<file path="config.mk">
export PLATFORM = sky130hd
export DESIGN_NAME = auto_shift_controller_flat
export DESIGN_NICKNAME = d
export VERILOG_FILES = /design/src/rtl/auto_shift_controller_if.sv /design/src/rtl/auto_shift_controller.sv /design/src/flat_wrapper.sv
export SDC_FILE = /design/constraint.sdc
export NUM_CORES = 1
export LEC_CHECK = 0
export ABC_AREA = 1
export BUFFER_PORTS_ARGS = -buffer_cell sky130_fd_sc_hd__buf_2
export CAP_MARGIN = 20
export CORE_MARGIN = 8
export CORE_UTILIZATION = 35
export CTS_BUF_LIST = sky130_fd_sc_hd__clkbuf_4
export DETAILED_ROUTE_END_ITERATION = 8
export PLACE_DENSITY = 0.6
export SLEW_MARGIN = 40
export SYNTH_ARGS = -nofsm -noshare
export SYNTH_HDL_FRONTEND = slang
export SYNTH_SLANG_ARGS = --single-unit
</file>
<file path="constraint.sdc">
create_clock -name clk -period 2.97 [get_ports clk]
set_clock_uncertainty 0.2 [all_clocks]
set_input_delay 0.4455 -clock clk [delete_from_list [all_inputs] [get_ports clk]]
set_output_delay 0.4455 -clock clk [all_outputs]
set_load 0.005 [all_outputs]
</file>
<file path="src/rtl/auto_shift_controller_if.sv">
// Bundle of the rpm/gear signals exchanged between the RPM datapath
// side (master) and the automatic shift controller (slave).
interface auto_shift_controller_if;
    logic [31:0] rpm;
    logic        auto_en;
    logic [3:0]  man_gears;
    logic [3:0]  gears;
    logic [1:0]  gear_idx;
    logic        shifting;
    logic [15:0] shift_count;

    modport master (
        output rpm,
        output auto_en,
        output man_gears,
        input  gears,
        input  gear_idx,
        input  shifting,
        input  shift_count
    );

    modport slave (
        input  rpm,
        input  auto_en,
        input  man_gears,
        output gears,
        output gear_idx,
        output shifting,
        output shift_count
    );
endinterface

</file>
<file path="src/rtl/auto_shift_controller.sv">
// Automatic transmission controller. Watches rpm and steps the one-hot
// gear selection up or down one gear at a time. Every shift passes
// through a neutral clutch interval and then a settle lock-out. In manual
// mode the operator switches are passed through registered.
// CNT_W sets the width of the internal shift counter, which saturates at
// all ones and is zero-extended onto the 16-bit shift_count output; the
// default of 16 gives saturation at 16'hFFFF.
module auto_shift_controller #(
    parameter int unsigned UP_RPM     = 6000,
    parameter int unsigned DN_RPM     = 2000,
    parameter int unsigned CLUTCH_CYC = 25000000,
    parameter int unsigned SETTLE_CYC = 50000000,
    parameter int unsigned CNT_W      = 16
) (
    input logic                    clk,
    input logic                    reset_n,
    auto_shift_controller_if.slave bus
);

    typedef enum logic [1:0] {
        DRIVE,
        CLUTCH,
        SETTLE
    } state_t;

    localparam logic [31:0] UP_TH        = 32'(UP_RPM);
    localparam logic [31:0] DN_TH        = 32'(DN_RPM);
    localparam logic [31:0] CLUTCH_LOAD  = 32'(CLUTCH_CYC - 1);
    localparam logic [31:0] SETTLE_LOAD  = 32'(SETTLE_CYC - 1);
    localparam logic        SETTLE_SKIP  = (SETTLE_CYC <= 1);

    state_t             state;
    logic [31:0]        timer;
    logic [1:0]         target;
    logic [3:0]         gears_q;
    logic [1:0]         gear_idx_q;
    logic               shifting_q;
    logic [CNT_W-1:0]   count_q;

    logic [1:0]         man_idx;
    logic               up_req;
    logic               dn_req;

    // Index of the highest switch that is on; the upper gear wins.
    function automatic logic [1:0] highest_bit(input logic [3:0] v);
        if (v[3]) begin
            return 2'd3;
        end else if (v[2]) begin
            return 2'd2;
        end else if (v[1]) begin
            return 2'd1;
        end
        return 2'd0;
    endfunction

    function automatic logic [3:0] onehot(input logic [1:0] idx);
        return 4'b0001 << idx;
    endfunction

    // Shift requests from the full-width unsigned rpm thresholds, gated so
    // that the top and bottom gears never try to leave the gear range.
    always_comb begin
        man_idx = highest_bit(bus.man_gears);
        up_req  = (bus.rpm >= UP_TH) && (gear_idx_q != 2'd3);
        dn_req  = (bus.rpm <= DN_TH) && (gear_idx_q != 2'd0);
    end

    // Shift sequencer: manual passthrough overrides everything, otherwise
    // DRIVE -> CLUTCH (neutral) -> SETTLE (lock-out) -> DRIVE.
    always_ff @(posedge clk or negedge reset_n) begin
        if (!reset_n) begin
            state      <= DRIVE;
            timer      <= '0;
            target     <= '0;
            gears_q    <= 4'b0001;
            gear_idx_q <= '0;
            shifting_q <= 1'b0;
            count_q    <= '0;
        end else if (!bus.auto_en) begin
            state      <= DRIVE;
            timer      <= '0;
            shifting_q <= 1'b0;
            if (bus.man_gears == 4'b0000) begin
                gears_q <= 4'b0000;
            end else begin
                gears_q    <= onehot(man_idx);
                gear_idx_q <= man_idx;
            end
        end else begin
            case (state)
                DRIVE: begin
                    if (gears_q == 4'b0000) begin
                        gears_q <= onehot(gear_idx_q);
                    end else if (up_req) begin
                        target     <= 2'(gear_idx_q + 2'd1);
                        gears_q    <= 4'b0000;
                        shifting_q <= 1'b1;
                        timer      <= CLUTCH_LOAD;
                        state      <= CLUTCH;
                    end else if (dn_req) begin
                        target     <= 2'(gear_idx_q - 2'd1);
                        gears_q    <= 4'b0000;
                        shifting_q <= 1'b1;
                        timer      <= CLUTCH_LOAD;
                        state      <= CLUTCH;
                    end
                end
                CLUTCH: begin
                    if (timer != 32'd0) begin
                        timer <= timer - 32'd1;
                    end else begin
                        gears_q    <= onehot(target);
                        gear_idx_q <= target;
                        shifting_q <= 1'b0;
                        if (count_q != '1) begin
                            count_q <= count_q + 1'b1;
                        end
                        timer <= SETTLE_LOAD;
                        // A one-cycle lock-out is already covered by the
                        // engagement cycle itself, so go straight to DRIVE.
                        state <= SETTLE_SKIP ? DRIVE : SETTLE;
                    end
                end
                SETTLE: begin
                    // Leaving when the timer reaches 1 puts the first DRIVE
                    // evaluation exactly SETTLE_CYC cycles after engagement.
                    if (timer <= 32'd1) begin
                        timer <= '0;
                        state <= DRIVE;
                    end else begin
                        timer <= timer - 32'd1;
                    end
                end
                default: begin
                    state <= DRIVE;
                    timer <= '0;
                end
            endcase
        end
    end

    assign bus.gears       = gears_q;
    assign bus.gear_idx    = gear_idx_q;
    assign bus.shifting    = shifting_q;
    assign bus.shift_count = 16'(count_q);

endmodule

</file>
<file path="src/flat_wrapper.sv">
// flat-port wrapper written by rule: the top's interface ports become plain ports
module auto_shift_controller_flat 
#(
    parameter int unsigned UP_RPM     = 6000,
    parameter int unsigned DN_RPM     = 2000,
    parameter int unsigned CLUTCH_CYC = 25000000,
    parameter int unsigned SETTLE_CYC = 50000000,
    parameter int unsigned CNT_W      = 16
)
  (clk, reset_n, bus_rpm, bus_auto_en, bus_man_gears, bus_gears, bus_gear_idx, bus_shifting, bus_shift_count);
  auto_shift_controller_if bus_i ();
  input logic clk;
  input logic reset_n;
  input wire logic [$bits(bus_i.rpm)-1:0] bus_rpm;
  input wire logic [$bits(bus_i.auto_en)-1:0] bus_auto_en;
  input wire logic [$bits(bus_i.man_gears)-1:0] bus_man_gears;
  output wire logic [$bits(bus_i.gears)-1:0] bus_gears;
  output wire logic [$bits(bus_i.gear_idx)-1:0] bus_gear_idx;
  output wire logic [$bits(bus_i.shifting)-1:0] bus_shifting;
  output wire logic [$bits(bus_i.shift_count)-1:0] bus_shift_count;
  assign bus_i.rpm = bus_rpm;
  assign bus_i.auto_en = bus_auto_en;
  assign bus_i.man_gears = bus_man_gears;
  assign bus_gears = bus_i.gears;
  assign bus_gear_idx = bus_i.gear_idx;
  assign bus_shifting = bus_i.shifting;
  assign bus_shift_count = bus_i.shift_count;
  auto_shift_controller #(.UP_RPM(UP_RPM), .DN_RPM(DN_RPM), .CLUTCH_CYC(CLUTCH_CYC), .SETTLE_CYC(SETTLE_CYC), .CNT_W(CNT_W)) u_core (.clk(clk), .reset_n(reset_n), .bus(bus_i));
endmodule
</file>
==> results summary, run 1 <==
The starting density of the core came out at 35.5%. The clock input transition at the sequential cells of the worst setup and hold paths came out at roughly 0.12 ns. The cell area power density is just under 700 nW/um2. The total track usage is 16.0%.

Among all flip-flop cells after synthesis, the most frequent one is sky130_fd_sc_hd__dfrtp_1. The data required time at the worst endpoint came out at 3.09 ns. The final cell area excluding filler cells came out at 5040 um2.

The detailed-placement wirelength estimate came out at between 9 and 10 mm. The total wire length came out at 12.6 mm. The internal reg-to-reg setup slack came out at 0.57 ns. The relative max-transition margin is between 50% and 60%.

The later-pin clock latency in the skew report came out at around 0.46 ns. After the first detailed-routing iteration, the DRC count stood at between 200 and 300. The tightest min-delay check is of the primary input to flip-flop type.

Setup violations remaining at the end of the flow were counted as 0. After global routing the overflow that remains totals 0. The leakage component of the power is 2.58 nW. The y dimension of the die is 129 um. Yosys mapped the design onto 45 distinct sky130hd cell types. The library cell used most frequently in the layout, excluding fill and tap cells, is sky130_fd_sc_hd__nand2_1. The synthesis-to-layout area growth is 13.5%. Entering global routing, the biggest net connects 60 pins. The type of the worst setup path is flip-flop to flip-flop.

The critical path goes through inv_1 -> ha_1 -> nand2_2 -> nor2_4 -> nand2_4 -> inv_4 -> nand2_4 -> nor2_4 -> o211ai_4 -> nand2_1 -> o21ai_2. Measured on the finished design, the core utilization comes to 40.3%. The count of state elements after synthesis is 59.

The proportion of layout cells with a drive suffix above 1 is about 17%. The post-detailed-route count of antenna-violating nets is 0. Yosys printed 0 warnings. The first-pass GRT wire length is 21.3 mm.

The worst setup path is launched from a flip-flop. The slowest library cell on the worst path is sky130_fd_sc_hd__dfrtp_1. The area after detailed placement came out at around 4900 um2. The post-synthesis area per instance is 6.73 um2.

The transition time at the pin with the least slew margin is approximately 0.7 ns. The post-synthesis cell area came out at 4440 um2. The gate family responsible for the most delay along the worst path is simple AND/OR/NAND/NOR gates.

The level count of the clock H-tree is 3. The number of buffers added by the clock tree synthesis step came out at 9. Port buffering added 61 buffers.

Leaving out fill and tap cells, the most frequent cells in the layout are sky130_fd_sc_hd__nand2_1, sky130_fd_sc_hd__nor2_1, sky130_fd_sc_hd__buf_2, sky130_fd_sc_hd__inv_1, sky130_fd_sc_hd__dfrtp_1. Counting I/O delays and the setup requirement, the final critical path takes 2.40 ns. The largest incremental delay on the critical path came out at approximately 0.43 ns. The final-report max-slew violation count is 0. The post-synthesis async set-or-reset flop share came out at 100%. The maximum frequency from static timing analysis is 417 MHz.

The site row count is 41. The flow ran to the end, and the final reports show no timing, DRC or antenna violations. The max-cap check violation count is 0. The DRC violation count after routing is 0. The number of enable flip-flop cells after synthesis came out at 0.

The number of sinks handled by clock tree synthesis is 59. The total die area came out at 16600 um2. The final weighted congestion in routability-driven placement is ~0.88.

Data on the critical path arrives at its endpoint at ~2.5 ns. The wire length per cell came out at 14.0 um. Setup repair after global routing left no endpoint under its margin. On the final layout, the worst hold slack is roughly 0.16 ns. The hold violation count in the final report is 0. The total of cells resized after clock tree synthesis is 0. The top-level I/O count is 62. The via count of the first global-routing pass came out at roughly 4400.

The ratio of final minimum period to clock period came out at between 80% and 90%. The count of mapped cells out of synthesis is 660. The number of buffers and inverters on the critical path is 2. The total core area is 12500 um2.

The worst vdd rail ir drop is 0.423 mV. The via total after detailed routing is 4420. Dividing the detail-routed via count by the number of cells gives 4.90. The largest buffer count on any clock path is 2. Sequential cells were found to cover 33.3% of the synthesized design area. The final total negative setup slack came out at 0 ns. CTS placed an instance of sky130_fd_sc_hd__clkbuf_4 at the clock tree root. The antenna diode instance count is 0. TritonCTS built the clock tree. The initial antenna violation count came out at 0. The total iterations of the first detailed-routing run came out at 5. The post-synthesis net count came out at 702. After the last flow step, the layout net total stands at approximately 770. The worst-path maximum fanout came out at 22.

The capturing element type of the critical path is a flip-flop. The die is 129 um wide.
## synthesized netlist by cell type (2+ instances only)
library cell                number  share of area [%]
sky130_fd_sc_hd__a21oi_1         5               0.56
sky130_fd_sc_hd__buf_1           3               0.25
sky130_fd_sc_hd__buf_2           3               0.34
sky130_fd_sc_hd__buf_4           4               0.68
sky130_fd_sc_hd__buf_6           2               0.51
sky130_fd_sc_hd__dfrtp_1        58                 33
sky130_fd_sc_hd__ha_1            3               0.85
sky130_fd_sc_hd__inv_1          58                4.9
sky130_fd_sc_hd__inv_2           5               0.42
sky130_fd_sc_hd__nand2_1       220                 19
sky130_fd_sc_hd__nand2_2         3               0.42
sky130_fd_sc_hd__nand2_4         6                1.5
sky130_fd_sc_hd__nand3_1        55                6.2
sky130_fd_sc_hd__nand3_2         3               0.68
sky130_fd_sc_hd__nand4_1        20                2.8
sky130_fd_sc_hd__nor2_1         99                8.4
sky130_fd_sc_hd__nor2_2          4               0.56
sky130_fd_sc_hd__nor2_4          6                1.5
sky130_fd_sc_hd__nor3_1          8               0.90
sky130_fd_sc_hd__nor4_1          3               0.42
sky130_fd_sc_hd__o2111ai_1       4               0.79
sky130_fd_sc_hd__o211ai_1        2               0.34
sky130_fd_sc_hd__o21ai_0        19                2.1
sky130_fd_sc_hd__o21ai_1         2               0.23
sky130_fd_sc_hd__o21ai_2        11                2.2
sky130_fd_sc_hd__o21bai_1        2               0.34
sky130_fd_sc_hd__o221ai_1        2               0.39
sky130_fd_sc_hd__o311ai_1        2               0.39
sky130_fd_sc_hd__or2_1           2               0.28
sky130_fd_sc_hd__or2_2           2               0.28
sky130_fd_sc_hd__xnor2_1         4               0.79
sky130_fd_sc_hd__xor2_1         27                5.3
## what timing repair did
action,in CTS,in global routing
buffers inserted,0,0
hold buffers,1,0
setup endpoints to repair,0,0
hold endpoints to repair,58,0
## where the power goes
part	internal, mW	switching, mW	total, mW
logic	0.535	1.17	1.70
registers	0.981	0.239	1.22
clock network	0.180	0.340	0.521
## state kept, by name, summed over array words and instances, names as in the netlist
register / count
u_core.bus.gear_idx: 2
u_core.timer: 32
u_core.bus.shifting: 1
u_core.bus.shift_count: 16
u_core.state: 2
u_core.bus.gears: 4
u_core.target: 2
## metal layers
metal / vias to the layer above / part of all wire [%] / GRT usage [%]
met5: - / 0 / 0
met1: 2065 / 48 / 20.7
met4: 0 / 1.9 / 6.50
met3: 19 / 2.8 / 2.48
met2: 88 / 47 / 26.2
li1: 2248 / - / -
## path summary, 6_finish.rpt
kind / startpoint / endpoint / depth (start not counted)
worst max-delay path: u_core.timer[0] / u_core.bus.shift_count[10] / 11
worst max register to register: u_core.timer[0] / u_core.bus.shift_count[10] / 11
max in group asynchronous: reset_n / u_core.bus.shift_count[10] / 3
min in group asynchronous: reset_n / u_core.timer[3] / 3
worst min-delay path: bus_man_gears[0] / u_core.bus.gear_idx[1] / 4
worst min register to register: u_core.bus.gears[0] / u_core.bus.gears[0] / 2
## tightest hold or removal path, delay by kind of cell
kind                   cells  cell delay (ns)
buffers and inverters      1             0.09
AO/OA/AOI/OAI              3             0.25
## layout make-up
cell class                 count  area [um2]
fill                        1380        7470
inverter                      66         255
clock buffer                  10        75.1
timing repair buffer          66         349
clock inverter                 6        41.3
multi-input combinational    523        2630
tap                          172         215
sequential                    59        1480
## cells by family (layout without fill, tap and decap cells)
kind of cell / after synthesis / in the layout / share of synthesized area [%]
AOI/OAI and AO/OA: 54 / 54 / 8.73
xor gates and xnor gates: 31 / 31 / 6.11
adders and majority gates: 3 / 3 / 0.845
buffers and inverters: 78 / 148 / 7.52
DFF: 59 / 59 / 33.3
and+or+nand+nor: 435 / 435 / 43.5
## stage by stage
stage | power, mW | cells | setup WS [ns]
after CTS | 3.46 | 902 | 0.571
after detailed placement | 2.92 | 885 | 0.597
after floorplan | 2.45 | 660 | 1.01
after global placement | 2.91 | 885 | 0.651
final | 3.44 | 902 | 0.571
after global routing | 3.76 | 902 | 0.395
Power figures use the tool's default switching activity.
==> run 2, diff against run 1 <==
ABC_AREA = 0   (was 1)
PLACE_DENSITY = 0.63   (was 0.6)
clock period = 1.95 ns   (was 2.97 ns; I/O delays follow)
==> run 2 against run 1 <==
Net effect: the run now ends with setup timing left; design area is 19% higher; area after synthesis is 18% lower; flip-flop and latch count stayed put; register-to-register slack worse by 1.4 ns; sequential share of layout area is 4.6 points lower; critical path type unchanged.
==> results summary, run 2 <==
The run finished, with violations left. The checks that failed: setup timing. The share of synthesized area in the top cell type comes to 39.7%. The initialized floorplan defines 37 standard-cell rows. The first global-routing pass estimated 20.9 mm of wire. sky130_fd_sc_hd__dfrtp_1 is the most common cell in the netlist. The finished cells cover roughly 6000 um2. After the first detailed-routing iteration, the DRC count stood at 196. The register area came out at 1480 um2. The post-synthesis async set-or-reset flop share is 100%. The most numerous cell type found on the critical path is sky130_fd_sc_hd__or4_4. The worst vdd rail ir drop came out at 0.347 mV. The top-level I/O count is 62.

The post-synthesis area per instance came out at between 9 and 10 um2. The leakage component of the power is approximately 2.8 nW. Data arrives at the worst endpoint at 2.84 ns. The total iterations of the first detailed-routing run is 4. Power spread over the standard cell area amounts to roughly 1000 nW/um2.

The type of the worst setup path is flip-flop to flip-flop. After global routing the overflow that remains totals 0. The flip-flop count of the largest register after layout came out at 32. After synthesis, the netlist uses 65 different library cells. The post-synthesis cell area is 3660 um2. Traced cell by cell, the critical path runs through or4_4 -> or4_4 -> o31ai_4 -> a21oi_4 -> and3_1 -> a221o_1. After layout, the worst path uses 141% of the clock period.

The worst-path maximum fanout is 5. The number of buffers added by the clock tree synthesis step came out at 9. The met1 wire length is 5.82 mm.

The total die area came out at 14000 um2. The number of enable flip-flop cells after synthesis is 0. The hold violation count in the final report is 0. The final-report max-slew violation count was 0. The number of fillers in the final layout is approximately 880. The transition time at the pin with the least slew margin is 0.417 ns. The DRC violation count after routing is 0. The post-synthesis net count came out at about 450. Ranked by total cell area, the synthesized netlist is headed by sky130_fd_sc_hd__dfrtp_1, sky130_fd_sc_hd__nand2_1, sky130_fd_sc_hd__xnor2_1, sky130_fd_sc_hd__nor4_1, sky130_fd_sc_hd__a21oi_1.

STA puts the critical path data required time at 2.04 ns. The via count normalized by instance count is about 5.5. The top cell types in the final layout, fill and taps aside, are sky130_fd_sc_hd__buf_4, sky130_fd_sc_hd__buf_2, sky130_fd_sc_hd__dfrtp_1, sky130_fd_sc_hd__nand2_1, sky130_fd_sc_hd__nor2_1. The count of placed standard cells in the final layout, fillers left out came out at 761. Grouping stages by cell kind, the critical path spends the most delay in simple AND/OR/NAND/NOR gates. Setup violations remaining at the end of the flow were counted as 58. The total core area came out at between 10000 and 15000 um2.

For this run, the top clock speed supported by timing is between 300 and 400 MHz. The routed wire length on met2 is 6.17 mm. The count of mapped cells out of synthesis came out at 404. The largest net degree at the start of global routing came out at 60. The via count of the first global-routing pass is 4275. The library cell used most frequently in the layout, excluding fill and tap cells, is sky130_fd_sc_hd__buf_4. The area of the multi-input gates is 2510 um2. The final weighted congestion in routability-driven placement came out at 0.857. The largest incremental delay on the critical path came out at 0.59 ns.

The total wire length is 12.8 mm. The worst pin sits at a relative slew slack of 72.0%. The final worst slack is -0.794 ns. The via total after detailed routing came out at 4181. Compared with the post-synthesis result, the final layout area differs by 63.9%.

The root buffer cell chosen for the clock tree is sky130_fd_sc_hd__clkbuf_4. The wire length on met3 came out at 581 um. The max-cap check violation count is 0. In this run the tool buffered the top-level ports with 61 buffer cells. The register area share after synthesis is 40.4%. Cells with a size suffix above 1 make up about half of the layout. The detailed-placement wirelength estimate is just over 9 mm. The register ranked first by flip-flop count is u_core.timer. The y dimension of the die came out at 118 um.

The final layout contains between 600 and 700 nets. The total power consumption of the routed design came out at around 6 mW. After synthesis, the most frequently instantiated cells are sky130_fd_sc_hd__dfrtp_1, sky130_fd_sc_hd__nand2_1, sky130_fd_sc_hd__nor2_1, sky130_fd_sc_hd__a21oi_1, sky130_fd_sc_hd__nor3_1. The count of state elements after synthesis came out at 59. The startpoint kind of the worst setup timing path is a flip-flop. The x dimension of the die is about 120 um.

The largest buffer count on any clock path is 2. Cells fill 58.6% of the core in the end. The min-delay analysis places its worst path in the category primary input to flip-flop. The initial antenna violation count is 1. The highest routing layer actually used is met4.

CTS saw 59 sinks. The clock input transition at the sequential cells of the worst setup and hold paths came out at around 0.12 ns. Setup repair after global routing could not meet its margin everywhere. STA classifies the critical path endpoint as a flip-flop. In this run the cell area measured after placement is 5360 um2.

The final period demand of the worst path is 2.74 ns. In this run the remaining antenna-violating nets after routing total 0. The predominant post-synthesis flop cell is sky130_fd_sc_hd__dfrtp_1. The minimum hold slack is 0.0459 ns.

The number of warnings reported in the yosys synthesis log came out at 0. Together, buffers and inverters on the worst path number 0. sky130_fd_sc_hd__dfrtp_1 takes more of the synthesized area than any other cell.

The cell count after placement is slightly above 700. The starting density of the core is between 30% and 40%. The wire length per cell came out at 16.8 um. The level count of the clock H-tree came out at 3.

The slowest stage of the critical path is the sky130_fd_sc_hd__or4_4 cell. The total track usage is around 18%. The later-pin clock latency in the skew report is 0.44 ns. The TritonCTS clock tree is built.
==> run 2: stage by stage <==
| step | setup WS, ns | setup TNS [ns] |
|---|---|---|
| after floorplan | -0.704 | -27.49 |
| after global placement | -0.723 | -34.90 |
| after detailed placement | -0.787 | -37.08 |
| after CTS | -0.759 | -34.61 |
| after global routing | -0.871 | -41.23 |
| final | -0.794 | -35.58 |
==> run 2: repair_timing <==
item | in CTS | in global routing
gates cloned | 1 | 1
resized for setup | 22 | 42
endpoints found under the setup margin | 59 | 59
hold buffers | 2 | 0
hold endpoints to repair | 61 | 0
pin swaps | 9 | 24
buffers inserted | 3 | 11
==> run 2: kinds of logic (layout without fill, tap and decap cells) <==
family | after synthesis | count (layout) | share of synthesized area, %
simple gates | 179 | 180 | 27.0
compound gates | 111 | 112 | 22.1
flops | 59 | 59 | 40.4
buf+inv | 28 | 246 | 3.25
xor+xnor | 16 | 16 | 3.83
mux | 7 | 7 | 2.09
fa+ha+maj | 4 | 4 | 1.30
other cells | 0 | 1 | 0
==> run 2: layout make-up <==
cell class              count  share of cell area (%)
multi-input cells         319                    41.9
repair buffers            217                    26.9
flip-flops and latches     59                    24.7
well taps                 136                    2.84
clock inverters             7                    1.69
clock buffers               9                    1.13
inverters                  13                   0.814
diodes                      1                  0.0418
==> run 2: where the power goes <==
part	internal (mW)	switching, mW	total [mW]
clock network	0.527	0.548	1.08
logic	1.71	1.62	3.33
registers	1.45	0.180	1.63
total	3.69	2.34	6.03
==> run 2: worst paths after layout <==
check | startpoint | end | slack [ns] | cells past startpoint
min | bus_man_gears[1] | u_core.bus.gears[1] | 0.05 | 4
min in group asynchronous | reset_n | u_core.timer[16] | 0.18 | 3
max in group asynchronous | reset_n | u_core.timer[30] | 1.08 | 3
min reg2reg | u_core.bus.shift_count[15] | u_core.bus.shift_count[15] | 0.31 | 1
max reg2reg | u_core.timer[23] | u_core.timer[27] | -0.79 | 6
max | u_core.timer[23] | u_core.timer[27] | -0.79 | 6
==> run 2: worst reg2reg max path: stages (launching register included) <==
cell and delay, ns:
sky130_fd_sc_hd__dfrtp_1 0.41, sky130_fd_sc_hd__or4_4 0.56, sky130_fd_sc_hd__or4_4 0.59, sky130_fd_sc_hd__o31ai_4 0.31
sky130_fd_sc_hd__a21oi_4 0.12, sky130_fd_sc_hd__and3_1 0.18, sky130_fd_sc_hd__a221o_1 0.26
==> run 2: layer usage <==
layer,global-route usage [%],vias to the layer above
met2,29.1,116
li1,-,2000
met4,7.61,0
met1,22.5,2044
met5,0,-
met3,3.86,21
